File: src/rtl/cc_sar_search_if.sv
// Interface for the successive-approximation search engine.
// The engine drives the trial value to an external comparator and reads its flags back.
interface cc_sar_search_if #(
    parameter int NUMBER_DATAWIDTH = 8
);
    logic                        CC_SAR_SEARCH_start_In;
    logic                        CC_SAR_SEARCH_greaterthan_In;
    logic                        CC_SAR_SEARCH_lessthan_In;
    logic                        CC_SAR_SEARCH_equal_In;
    logic [NUMBER_DATAWIDTH-1:0] CC_SAR_SEARCH_trial_OutBUS;
    logic [NUMBER_DATAWIDTH-1:0] CC_SAR_SEARCH_result_OutBUS;
    logic                        CC_SAR_SEARCH_found_Out;
    logic                        CC_SAR_SEARCH_busy_Out;
    logic                        CC_SAR_SEARCH_done_Out;
    logic [1:0]                  state_dbg;

    // Handshake: start is a level request sampled only in IDLE; the comparator flags
    // must be valid in the same cycle as trial; done is a single-cycle completion pulse.
    modport master (
        output CC_SAR_SEARCH_start_In, CC_SAR_SEARCH_greaterthan_In,
               CC_SAR_SEARCH_lessthan_In, CC_SAR_SEARCH_equal_In,
        input  CC_SAR_SEARCH_trial_OutBUS, CC_SAR_SEARCH_result_OutBUS,
               CC_SAR_SEARCH_found_Out, CC_SAR_SEARCH_busy_Out,
               CC_SAR_SEARCH_done_Out, state_dbg
    );

    modport slave (
        input  CC_SAR_SEARCH_start_In, CC_SAR_SEARCH_greaterthan_In,
               CC_SAR_SEARCH_lessthan_In, CC_SAR_SEARCH_equal_In,
        output CC_SAR_SEARCH_trial_OutBUS, CC_SAR_SEARCH_result_OutBUS,
               CC_SAR_SEARCH_found_Out, CC_SAR_SEARCH_busy_Out,
               CC_SAR_SEARCH_done_Out, state_dbg
    );
endinterface

File: src/rtl/cc_sar_search.sv
// Successive-approximation search: resolves one bit per clock against an external
// comparator, exiting early when the comparator reports equality.
module cc_sar_search #(
    parameter int NUMBER_DATAWIDTH = 8
) (
    input  logic            CC_SAR_SEARCH_CLOCK_50,
    input  logic            CC_SAR_SEARCH_RESET_InLow,
    cc_sar_search_if.slave  bus
);
    localparam int W  = NUMBER_DATAWIDTH;
    localparam int IW = $clog2(W);

    typedef enum logic [1:0] {
        IDLE = 2'd0,
        TEST = 2'd1,
        DONE = 2'd2
    } state_t;

    state_t         state;
    logic [W-1:0]   trial;
    logic [IW-1:0]  bit_idx;
    logic [W-1:0]   result;
    logic           found;
    logic           busy;
    logic           done;

    logic [W-1:0]   one_w;
    logic [W-1:0]   cur_mask;
    logic [W-1:0]   next_mask;
    logic [W-1:0]   resolved;

    assign one_w = {{(W-1){1'b0}}, 1'b1};

    // Greater keeps the bit under test; anything else without equal clears it.
    always_comb begin
        cur_mask  = one_w << bit_idx;
        next_mask = one_w << (bit_idx - IW'(1));
        resolved  = bus.CC_SAR_SEARCH_greaterthan_In ? trial : (trial & ~cur_mask);
    end

    always_ff @(posedge CC_SAR_SEARCH_CLOCK_50 or negedge CC_SAR_SEARCH_RESET_InLow) begin
        if (!CC_SAR_SEARCH_RESET_InLow) begin
            state   <= IDLE;
            trial   <= '0;
            bit_idx <= '0;
            result  <= '0;
            found   <= 1'b0;
            busy    <= 1'b0;
            done    <= 1'b0;
        end else begin
            case (state)
                IDLE: begin
                    done <= 1'b0;
                    if (bus.CC_SAR_SEARCH_start_In) begin
                        state   <= TEST;
                        trial   <= one_w << (W-1);
                        bit_idx <= IW'(W-1);
                        result  <= '0;
                        found   <= 1'b0;
                        busy    <= 1'b1;
                    end
                end
                TEST: begin
                    if (bus.CC_SAR_SEARCH_equal_In) begin
                        result <= trial;
                        found  <= 1'b1;
                        trial  <= '0;
                        busy   <= 1'b0;
                        done   <= 1'b1;
                        state  <= DONE;
                    end else if (bit_idx == '0) begin
                        result <= resolved;
                        trial  <= '0;
                        busy   <= 1'b0;
                        done   <= 1'b1;
                        state  <= DONE;
                    end else begin
                        trial   <= resolved | next_mask;
                        bit_idx <= bit_idx - IW'(1);
                    end
                end
                DONE: begin
                    done  <= 1'b0;
                    state <= IDLE;
                end
                default: begin
                    state <= IDLE;
                    trial <= '0;
                    busy  <= 1'b0;
                    done  <= 1'b0;
                end
            endcase
        end
    end

    assign bus.CC_SAR_SEARCH_trial_OutBUS  = trial;
    assign bus.CC_SAR_SEARCH_result_OutBUS = result;
    assign bus.CC_SAR_SEARCH_found_Out     = found;
    assign bus.CC_SAR_SEARCH_busy_Out      = busy;
    assign bus.CC_SAR_SEARCH_done_Out      = done;
    assign bus.state_dbg                   = state;
endmodule
File: src/flat_wrapper.sv
// flat-port wrapper written by rule: the top's interface ports become plain ports
module cc_sar_search_flat 
#(
    parameter int NUMBER_DATAWIDTH = 8
)
  (CC_SAR_SEARCH_CLOCK_50, CC_SAR_SEARCH_RESET_InLow, bus_CC_SAR_SEARCH_start_In, bus_CC_SAR_SEARCH_greaterthan_In, bus_CC_SAR_SEARCH_lessthan_In, bus_CC_SAR_SEARCH_equal_In, bus_CC_SAR_SEARCH_trial_OutBUS, bus_CC_SAR_SEARCH_result_OutBUS, bus_CC_SAR_SEARCH_found_Out, bus_CC_SAR_SEARCH_busy_Out, bus_CC_SAR_SEARCH_done_Out, bus_state_dbg);
  cc_sar_search_if #(.NUMBER_DATAWIDTH(NUMBER_DATAWIDTH)) bus_i ();
  input  logic CC_SAR_SEARCH_CLOCK_50;
  input  logic CC_SAR_SEARCH_RESET_InLow;
  input wire logic [$bits(bus_i.CC_SAR_SEARCH_start_In)-1:0] bus_CC_SAR_SEARCH_start_In;
  input wire logic [$bits(bus_i.CC_SAR_SEARCH_greaterthan_In)-1:0] bus_CC_SAR_SEARCH_greaterthan_In;
  input wire logic [$bits(bus_i.CC_SAR_SEARCH_lessthan_In)-1:0] bus_CC_SAR_SEARCH_lessthan_In;
  input wire logic [$bits(bus_i.CC_SAR_SEARCH_equal_In)-1:0] bus_CC_SAR_SEARCH_equal_In;
  output wire logic [$bits(bus_i.CC_SAR_SEARCH_trial_OutBUS)-1:0] bus_CC_SAR_SEARCH_trial_OutBUS;
  output wire logic [$bits(bus_i.CC_SAR_SEARCH_result_OutBUS)-1:0] bus_CC_SAR_SEARCH_result_OutBUS;
  output wire logic [$bits(bus_i.CC_SAR_SEARCH_found_Out)-1:0] bus_CC_SAR_SEARCH_found_Out;
  output wire logic [$bits(bus_i.CC_SAR_SEARCH_busy_Out)-1:0] bus_CC_SAR_SEARCH_busy_Out;
  output wire logic [$bits(bus_i.CC_SAR_SEARCH_done_Out)-1:0] bus_CC_SAR_SEARCH_done_Out;
  output wire logic [$bits(bus_i.state_dbg)-1:0] bus_state_dbg;
  assign bus_i.CC_SAR_SEARCH_start_In = bus_CC_SAR_SEARCH_start_In;
  assign bus_i.CC_SAR_SEARCH_greaterthan_In = bus_CC_SAR_SEARCH_greaterthan_In;
  assign bus_i.CC_SAR_SEARCH_lessthan_In = bus_CC_SAR_SEARCH_lessthan_In;
  assign bus_i.CC_SAR_SEARCH_equal_In = bus_CC_SAR_SEARCH_equal_In;
  assign bus_CC_SAR_SEARCH_trial_OutBUS = bus_i.CC_SAR_SEARCH_trial_OutBUS;
  assign bus_CC_SAR_SEARCH_result_OutBUS = bus_i.CC_SAR_SEARCH_result_OutBUS;
  assign bus_CC_SAR_SEARCH_found_Out = bus_i.CC_SAR_SEARCH_found_Out;
  assign bus_CC_SAR_SEARCH_busy_Out = bus_i.CC_SAR_SEARCH_busy_Out;
  assign bus_CC_SAR_SEARCH_done_Out = bus_i.CC_SAR_SEARCH_done_Out;
  assign bus_state_dbg = bus_i.state_dbg;
  cc_sar_search #(.NUMBER_DATAWIDTH(NUMBER_DATAWIDTH)) u_core (.CC_SAR_SEARCH_CLOCK_50(CC_SAR_SEARCH_CLOCK_50), .CC_SAR_SEARCH_RESET_InLow(CC_SAR_SEARCH_RESET_InLow), .bus(bus_i));
endmodule
File: config.mk
export PLATFORM = sky130hd
export DESIGN_NAME = cc_sar_search_flat
export DESIGN_NICKNAME = d
export VERILOG_FILES = /design/src/rtl/cc_sar_search_if.sv /design/src/rtl/cc_sar_search.sv /design/src/flat_wrapper.sv
export SDC_FILE = /design/constraint.sdc
export NUM_CORES = 1
export LEC_CHECK = 0
export BUFFER_PORTS_ARGS = -buffer_cell sky130_fd_sc_hd__clkbuf_2
export CELL_PAD_IN_SITES_DETAIL_PLACEMENT = 0
export CELL_PAD_IN_SITES_GLOBAL_PLACEMENT = 2
export CORE_MARGIN = 5
export CORE_UTILIZATION = 32
export DETAILED_ROUTE_END_ITERATION = 12
export GPL_TIMING_DRIVEN = 1
export HOLD_SLACK_MARGIN = 0.02
export PLACE_DENSITY = 0.79
export SYNTH_ARGS = -nofsm -noshare
export SYNTH_HDL_FRONTEND = slang
export SYNTH_SLANG_ARGS = --single-unit
File: constraint.sdc
create_clock -name CC_SAR_SEARCH_CLOCK_50 -period 3.83 [get_ports CC_SAR_SEARCH_CLOCK_50]
set_input_delay 0.766 -clock CC_SAR_SEARCH_CLOCK_50 [delete_from_list [all_inputs] [get_ports CC_SAR_SEARCH_CLOCK_50]]
set_output_delay 0.766 -clock CC_SAR_SEARCH_CLOCK_50 [all_outputs]
set_load 0.01 [all_outputs]
* After elaboration in Yosys (flattened, before gate mapping)
Index checks and enable logic that the tools add are counted.
** Operators by class
- Shift-type cells :: 2
- Add/sub/neg operators :: 1
- Eq/ne operators :: 7
- Reductions and logical operators :: 9
- Muxes and demuxes :: 27
- Bitwise operators :: 4
** Operators with widths (number)
- 8-bit two-way mux :: 7
- 8-bit one-hot mux with 3 select lines :: 1
- 8-bit one-hot mux with 2 select lines :: 1
- 1-bit by 3-bit left shift with 8-bit output (first input constant) :: 2
- 3-bit two-way mux :: 3
- 3-bit AND reduction :: 3
- 8-bit bitwise AND :: 1
- 1-bit two-way mux :: 8
- 2-bit != test (second input constant) :: 4
- 8-bit NOT :: 1
- 8-bit OR :: 1
- 2-bit two-way mux :: 3
- 3-bit one-hot mux with 2 select lines :: 1
- 2-bit one-hot mux with 2 select lines :: 1
- 2-bit AND reduction :: 2
- 4-bit AND reduction :: 1
- 3-bit zero test :: 1
- 3-bit by 2-bit != test with 1-bit output (second input constant) :: 1
- 1-bit one-hot mux with 3 select lines :: 1
- 3-bit by 1-bit subtractor with 3-bit output (second input constant) :: 1
- 2-bit by 1-bit equality test with 1-bit output (second input constant) :: 1
- 2-bit equality test (second input constant) :: 1
- 2-bit zero test :: 1
- 1-bit one-hot mux with 2 select lines :: 1
- other kinds (2) :: 2
** Word-level totals
- Output and inout port bits :: 21
- Flip-flop bits (word level) :: 24
- Word-level logic and storage cells :: 57

* Logic depth before layout (Yosys ltp)
Gate-level depths: netlist of the first run.
- Word-level depth :: 8
- Gate-level depth with buffers :: 7
- Gate-level depth less buffers :: 6

* Worst setup path before layout of the first run
OpenSTA, ideal clock, no wires.
- Path type :: input port to flip-flop
- Start :: in bus_CC_SAR_SEARCH_equal_In
- End :: reg u_core.result[0] (netlist: u_core.bus.CC_SAR_SEARCH_result_OutBUS[0])
- Path buffers :: 1
- Data arrival time :: 1.522 ns
- Setup time :: 0.122 ns
- Slack :: 2.186 ns
- Stages :: 4
- Cells stage by stage :: buf_2 nor3_1 nand2_1 a32o_1
** On the way
- Cells in the longest elaborated chain, start to end :: 2
** Ends and longest elaborated chain
- from (decl) :: line flat_wrapper.sv:13 : input wire logic [$bits(bus_i.CC_SAR_SEARCH_equal_In)-1:0] bus_CC_SAR_SEARCH_equal_In;
- 3-bit by 2-bit != test with 1-bit output (no line) or 8-bit two-way mux (tied branches)
- 3-bit AND reduction (no line) or 8-bit one-hot mux with 2 select lines (tied branches)
- to (signal assigned) :: line cc_sar_search.sv:65 : result <= trial;
- to (signal assigned) :: line cc_sar_search.sv:72 : result <= resolved;
- to (decl) :: line cc_sar_search.sv:22 : logic [W-1:0] result;
Several ways; a longest one is shown, not always the timed one.
A chain may end at the register's enable or synchronous reset.

* Worst setup path in the final report of the first run
- Start :: reg u_core.state[0] (netlist: u_core.bus.state_dbg[0])
- End :: out bus_state_dbg[0]
** RTL lines
- from (decl) :: line cc_sar_search.sv:19 : state_t state;
- from (signal assigned) :: line cc_sar_search.sv:43 : state <= IDLE;
- from (signal assigned) :: line cc_sar_search.sv:55 : state <= TEST;
- from (signal assigned) :: line cc_sar_search.sv:70 : state <= DONE;
- to (decl) :: line flat_wrapper.sv:19 : output wire logic [$bits(bus_i.state_dbg)-1:0] bus_state_dbg;
No word-level cell between the ends.

==> results of run 1 <==
synth_stat cells (2+ instances only):
cell      instances
dfrtp_1          24
nand2_1          21
inv_1            12
nor2_1           10
o21ai_0           8
ha_1              7
o21ai_1           7
a21oi_1           6
nand3_1           5
nand2b_1          4
o311ai_0          4
a32oi_1           3
buf_2             3
nor3_1            3
o211ai_1          3
a31oi_1           2
nor2b_1           2
through the flow:
| step | instances | util [%] | hold slack (ps) | power [mW] |
|---|---|---|---|---|
| CTS | 209 | 39.77 | 493.6 | 0.9240 |
| global route | 209 | 39.77 | 528.7 | 0.9808 |
| floorplan | 136 | - | 470.4 | 0.5827 |
| detailed placement | 205 | 37.87 | 473.0 | 0.6967 |
| global placement | 205 | 37.87 | 460.5 | 0.6900 |
| finish | 209 | 39.77 | 484.7 | 0.9135 |
path summary, 6_finish.rpt:
check	startpoint	endpoint	slack, ps	cells after the start
worst max-delay path	u_core.bus.state_dbg[0]	bus_state_dbg[0]	1970	1
worst min-delay path	u_core.bus.CC_SAR_SEARCH_result_OutBUS[1]	u_core.bus.CC_SAR_SEARCH_result_OutBUS[1]	480	2
worst max register to register	u_core.bit_idx[0]	u_core.bus.CC_SAR_SEARCH_trial_OutBUS[0]	1990	6
worst min register to register	u_core.bus.CC_SAR_SEARCH_result_OutBUS[1]	u_core.bus.CC_SAR_SEARCH_result_OutBUS[1]	480	2
max in group asynchronous	CC_SAR_SEARCH_RESET_InLow	u_core.bus.CC_SAR_SEARCH_trial_OutBUS[0]	2940	1
min in group asynchronous	CC_SAR_SEARCH_RESET_InLow	u_core.bus.CC_SAR_SEARCH_found_Out	490	1
power groups by stage:
| stage | registers (mW) | clock network [mW] | logic, mW |
|---|---|---|---|
| CTS | 0.373 | 0.231 | 0.320 |
| detailed placement | 0.378 | 0 | 0.319 |
| global route | 0.382 | 0.241 | 0.358 |
| global placement | 0.375 | 0 | 0.314 |
| finish | 0.374 | 0.224 | 0.316 |
| floorplan | 0.382 | 0 | 0.201 |
flip-flops by register name (all words and copies together) (netlist names):
register	cells
u_core.bus.CC_SAR_SEARCH_done_Out	1
u_core.bit_idx	3
u_core.bus.CC_SAR_SEARCH_result_OutBUS	8
u_core.bus.state_dbg	2
u_core.bus.CC_SAR_SEARCH_found_Out	1
u_core.bus.CC_SAR_SEARCH_busy_Out	1
u_core.bus.CC_SAR_SEARCH_trial_OutBUS	8
metal layers:
layer / vias up / track usage [%]
met2: 29 / 21.34
li1: 525 / -
met1: 533 / 15.36
met5: - / 0
met3: 2 / 3.030
met4: 0 / 4.303
final cells by class:
class	instances	area, um2
clock inverter	1	30.03
inverter	12	45.04
clock buffer	3	41.29
fill	401	2255
sequential	24	600.6
tap	48	60.06
timing repair buffer	25	125.1
multi-input combinational	96	586.8
cell families after synthesis:
family | Yosys count | synth area share, %
AO/OA/AOI/OAI | 40 | 20.78
adder cells (fa/ha/maj) | 7 | 6.958
AND/OR/NAND/NOR | 49 | 18.89
buffers and inverters | 16 | 5.665
flip-flops | 24 | 47.71
==> results.json, run 1 <==
{
  "dp_hpwl_um": 2247,
  "design_area_um2": 1489,
  "seq_area_frac_synth_pct": 47.71,
  "dieArea_um2": 5287,
  "synth.area.top_cells": "dfrtp_1 48%, ha_1 7.0%, nand2_1 6.3%",
  "clockRootBuffer": "clkbuf_8",
  "cts-hold-fix-buffers": 0,
  "cp-end-kind": "output port",
  "synth_cells": 136,
  "power_frac_comb_pct": 34.6,
  "routed_via_density": 5.211,
  "tightestPinTransition_ps": 610.2,
  "tritoncts": "yes",
  "grt_overflow": 0,
  "start_kind": "flip-flop",
  "synth_top_cell_by_area": "dfrtp_1",
  "dp_slack_ps": 1842,
  "first_pass_iters": 5,
  "finalWorstSetupSlack_ps": 1973,
  "wl_met1_um": 1350,
  "ant_nets": 0,
  "fin_crit_sh_pct": 48.50,
  "synthDistinctLibCells": 29,
  "drtIter0Drc": 39,
  "place_area_um2": 1418,
  "grt_util_all_layers_pct": 12.52,
  "crit_chain": "clkbuf_2",
  "netSwitchingPower_uw": 348.8,
  "ys_ff_latch": 24,
  "clk_pin_slew_ps": 90,
  "synth.avg_cell_area_um2": 9.255,
  "leakage_nw": 0.6977,
  "finalMaxSlewViolations": 0,
  "hold_viol_final": 0,
  "cts_resized": 0,
  "p_sw_share_pct": 38.19,
  "wirelength_um": 3054,
  "grt_pass1_wl_um": 5209,
  "dr_wl_met2_um": 1481,
  "yosys_most_used_dff": "dfrtp_1",
  "finalSetupViolations": 0,
  "final_nets": 175,
  "placementRows": 22,
  "synth_area_um2": 1259,
  "place.gp.congestion": 0.7626,
  "highest_layer": "met4",
  "dr_total_vias": 1089,
  "grt_pass1_vias": 1098,
  "portBuffers": 25,
  "wl_met3_um": 205,
  "status": "finished clean",
  "cts_setup_buffers": 0,
  "clk_path_buf_depth": 2,
  "syn_nets": 149,
  "synth-async-reset-ratio_pct": 100.0,
  "max_freq_mhz": 538.4,
  "worst_path_largest_cell_delay_ps": 610,
  "grt_max_degree": 25,
  "final_cell_mix": "25 x clkbuf_2, 24 x dfrtp_1, 21 x nand2_1, 12 x inv_1, 10 x nor2_1",
  "areaGrowthSynthToFinish_pct": 18.29,
  "yosysWarningCount": 0,
  "worstPathMaxFanout": 14,
  "die_h_um": 72.72,
  "tns_ps": 0,
  "drc": 0,
  "clkLatencyLatePin_ps": 270,
  "antenna_cells": 0,
  "layout_min_cycle_time_ps": 1857,
  "worstPathRequired_ps": 3060,
  "start_util_pct": 33.62,
  "synth_top_cell_area_share_pct": 47.71,
  "worstPathArrival_ps": 1090,
  "drt-wirelength-per-cell_um": 14.61,
  "fin_skew_ps": 5.422,
  "max-vdd-ir-drop_mv": 0.2618,
  "cts_sinks": 24,
  "synth_edf_count": 0,
  "drv_cap": 0,
  "slew_headroom_pct": 59.32,
  "ios": 27,
  "power_density_nw_per_um2": 613.5,
  "p_clk_share_pct": 24.5,
  "layout-drive-gt1-share_pct": 21.12,
  "core_um2": 3744,
  "critical_path_class": "flip-flop to output port",
  "grt_antenna_before_repair": 0,
  "slowest_stage": "dfrtp_1",
  "final_common_cell": "clkbuf_2",
  "crit_buf_inv": 1,
  "rsz0062_at_grt": "false",
  "worstHoldPathType": "flip-flop to flip-flop",
  "die_w_um": 72.72,
  "cts_htree_levels": 1,
  "cpLargestDelayFamily": "flip-flops",
  "seqPwrFrac_pct": 40.9,
  "internal_power_uw": 564.7,
  "cts_made_buffers": 3
}
Power figures use the tool's default switching activity.
==> run 2, diff against run 1 <==
- CORE_UTILIZATION: 32 -> 29
- PLACE_DENSITY: 0.79 -> 0.75
- clock period: 3.83 -> 1.65 ns (I/O delays scaled with it)
==> run 2 against run 1 <==
- flip-flop and latch count unchanged
- non-clock buffer count up 10
- count of clock-buffer cells in the layout up 1
- global-route usage down 0.56 points
- cell count up 6.7%
- combinational power rose to 2.7 times the previous value
- via count up 0.83%
- worst hold slack worse by 430 ps
- final area up 5.1%
- core utilization down 3.3 points
- highest routed layer unchanged
- first-iteration DRC count up 44%
==> results.json, run 2 (synthesis gave the netlist of run 1 again) <==
{
  "antenna_cells": 0,
  "routed_via_density": 4.924,
  "die_h_um": 75.88,
  "final_common_cell": "clkbuf_2",
  "p_sw_share_pct": 39.01,
  "p_clk_share_pct": 19.1,
  "critPathMostFrequentCell": "nor2_1",
  "worst_path_largest_cell_delay_ps": 370,
  "dieArea_um2": 5758,
  "max-vdd-ir-drop_mv": 0.4326,
  "final_cell_mix": "25 x clkbuf_2, 24 x dfrtp_1, 21 x nand2_1, 11 x inv_1, 10 x nor2_1",
  "cts-hold-fix-buffers": 0,
  "clockRootBuffer": "clkbuf_8",
  "tightestPinTransition_ps": 612.9,
  "cts_made_buffers": 3,
  "ant_nets": 0,
  "cpLargestDelayFamily": "simple AND/OR/NAND/NOR gates",
  "worstHoldPathType": "input pin to asynchronous set/reset pin",
  "internal_power_mw": 1.293,
  "grt_util_all_layers_pct": 11.96,
  "netSwitchingPower_uw": 827.1,
  "finalMaxSlewViolations": 0,
  "cts_htree_levels": 1,
  "clk_path_buf_depth": 2,
  "portBuffers": 25,
  "dp_hpwl_um": 2409,
  "power_density_nw_per_um2": 1355,
  "slowest_stage": "dfrtp_1",
  "grt_pass1_vias": 1109,
  "start_kind": "flip-flop",
  "place.gp.congestion": 0.7463,
  "grt_overflow": 0,
  "cp-end-kind": "flip-flop",
  "drt-wirelength-per-cell_um": 14.10,
  "fillCellCount": 453,
  "dr_total_vias": 1098,
  "tritoncts": "yes",
  "leakage_nw": 0.7428,
  "crit_buf_inv": 1,
  "layout-drive-gt1-share_pct": 26.32,
  "status": "finished clean",
  "die_w_um": 75.88,
  "first_pass_iters": 4,
  "crit_chain": "inv_2 -> ha_1 -> nor2b_4 -> nor2_1 -> nor2_1 -> a32o_1",
  "max_freq_mhz": 639.5,
  "rrSetupSlack_ps": 90,
  "clk_pin_slew_ps": 90,
  "cts_sinks": 24,
  "grt_antenna_before_repair": 0,
  "drtIter0Drc": 56,
  "seqPwrFrac_pct": 40.0,
  "place_area_um2": 1510,
  "design_area_um2": 1565,
  "hold_viol_final": 0,
  "start_util_pct": 29.31,
  "tns_ps": 0,
  "areaGrowthSynthToFinish_pct": 24.35,
  "core_um2": 4294,
  "ios": 27,
  "placementRows": 24,
  "grt_pass1_wl_um": 5216,
  "final_nets": 185,
  "worstPathMaxFanout": 5,
  "drc": 0,
  "fin_crit_sh_pct": 94.77,
  "drv_cap": 0,
  "worstPathArrival_ps": 1720,
  "critical_path_class": "flip-flop to flip-flop",
  "finalSetupViolations": 0,
  "clkLatencyLatePin_ps": 260,
  "power_frac_comb_pct": 41.0,
  "worstPathRequired_ps": 1800,
  "layout_min_cycle_time_ps": 1564,
  "fin_skew_ps": 2.565,
  "rsz0062_at_grt": "false",
  "wirelength_um": 3145,
  "slew_headroom_pct": 59.14,
  "grt_max_degree": 25
}
-- run 2: final cells by class --
| class | instances | area, um2 | area share [%] |
|---|---|---|---|
| multi-input combinational | 96 | 586.8 | 37.49 |
| sequential | 24 | 600.6 | 38.37 |
| tap | 52 | 65.06 | 4.157 |
| timing repair buffer | 35 | 212.7 | 13.59 |
| clock buffer | 4 | 55.05 | 3.517 |
| inverter | 12 | 45.04 | 2.878 |
-- run 2: worst paths after layout --
| check | start | end | cells after the start |
|---|---|---|---|
| max | u_core.bit_idx[0] | u_core.bus.CC_SAR_SEARCH_result_OutBUS[0] | 6 |
| min | CC_SAR_SEARCH_RESET_InLow | u_core.bus.CC_SAR_SEARCH_busy_Out | 1 |
| max reg2reg | u_core.bit_idx[0] | u_core.bus.CC_SAR_SEARCH_result_OutBUS[0] | 6 |
| min reg2reg | u_core.bus.CC_SAR_SEARCH_result_OutBUS[1] | u_core.bus.CC_SAR_SEARCH_result_OutBUS[1] | 2 |
| max in group asynchronous | CC_SAR_SEARCH_RESET_InLow | u_core.bus.CC_SAR_SEARCH_trial_OutBUS[3] | 1 |
| min in group CC_SAR_SEARCH_CLOCK_50 | bus_CC_SAR_SEARCH_start_In | u_core.bus.state_dbg[0] | 3 |
-- run 2: routing by layer --
metal  up-vias  part of all wire, %  track usage [%]
met1       525                   46            15.84
li1        549                    -                -
met5         -                    0                0
met4         0                  1.1            4.272
met3         2                  3.2            1.319
met2        22                   50            20.06
-- run 2: per-stage QoR --
stage | cells | total power, mW | hold WS [ps] | util [%] | setup slack (ps)
5_1_grt | 223 | 2.286 | 128.0 | 36.45 | 0.4731
3_3_place_gp | 219 | 1.719 | 372.3 | 35.17 | 134.4
4_1_cts | 223 | 2.144 | 96.32 | 36.45 | 51.16
6_report | 223 | 2.120 | 57.70 | 36.45 | 86.25
2_1_floorplan | 136 | 1.353 | 34.41 | - | 158.0
3_5_place_dp | 219 | 1.738 | 387.5 | 35.17 | 41.31
-- run 2: timing repair --
item,CTS,global route
resized for setup,0,2
setup buffers,0,0
endpoints found under the setup margin,0,5
-- run 2: power groups by stage --
stage               clock network (mW)  logic [mW]  registers, mW
global route                     0.441       0.972          0.873
finish                           0.405       0.868          0.847
global placement                     0       0.867          0.852
floorplan                            0       0.467          0.886
CTS                              0.417       0.880          0.847
detailed placement                   0       0.879          0.859
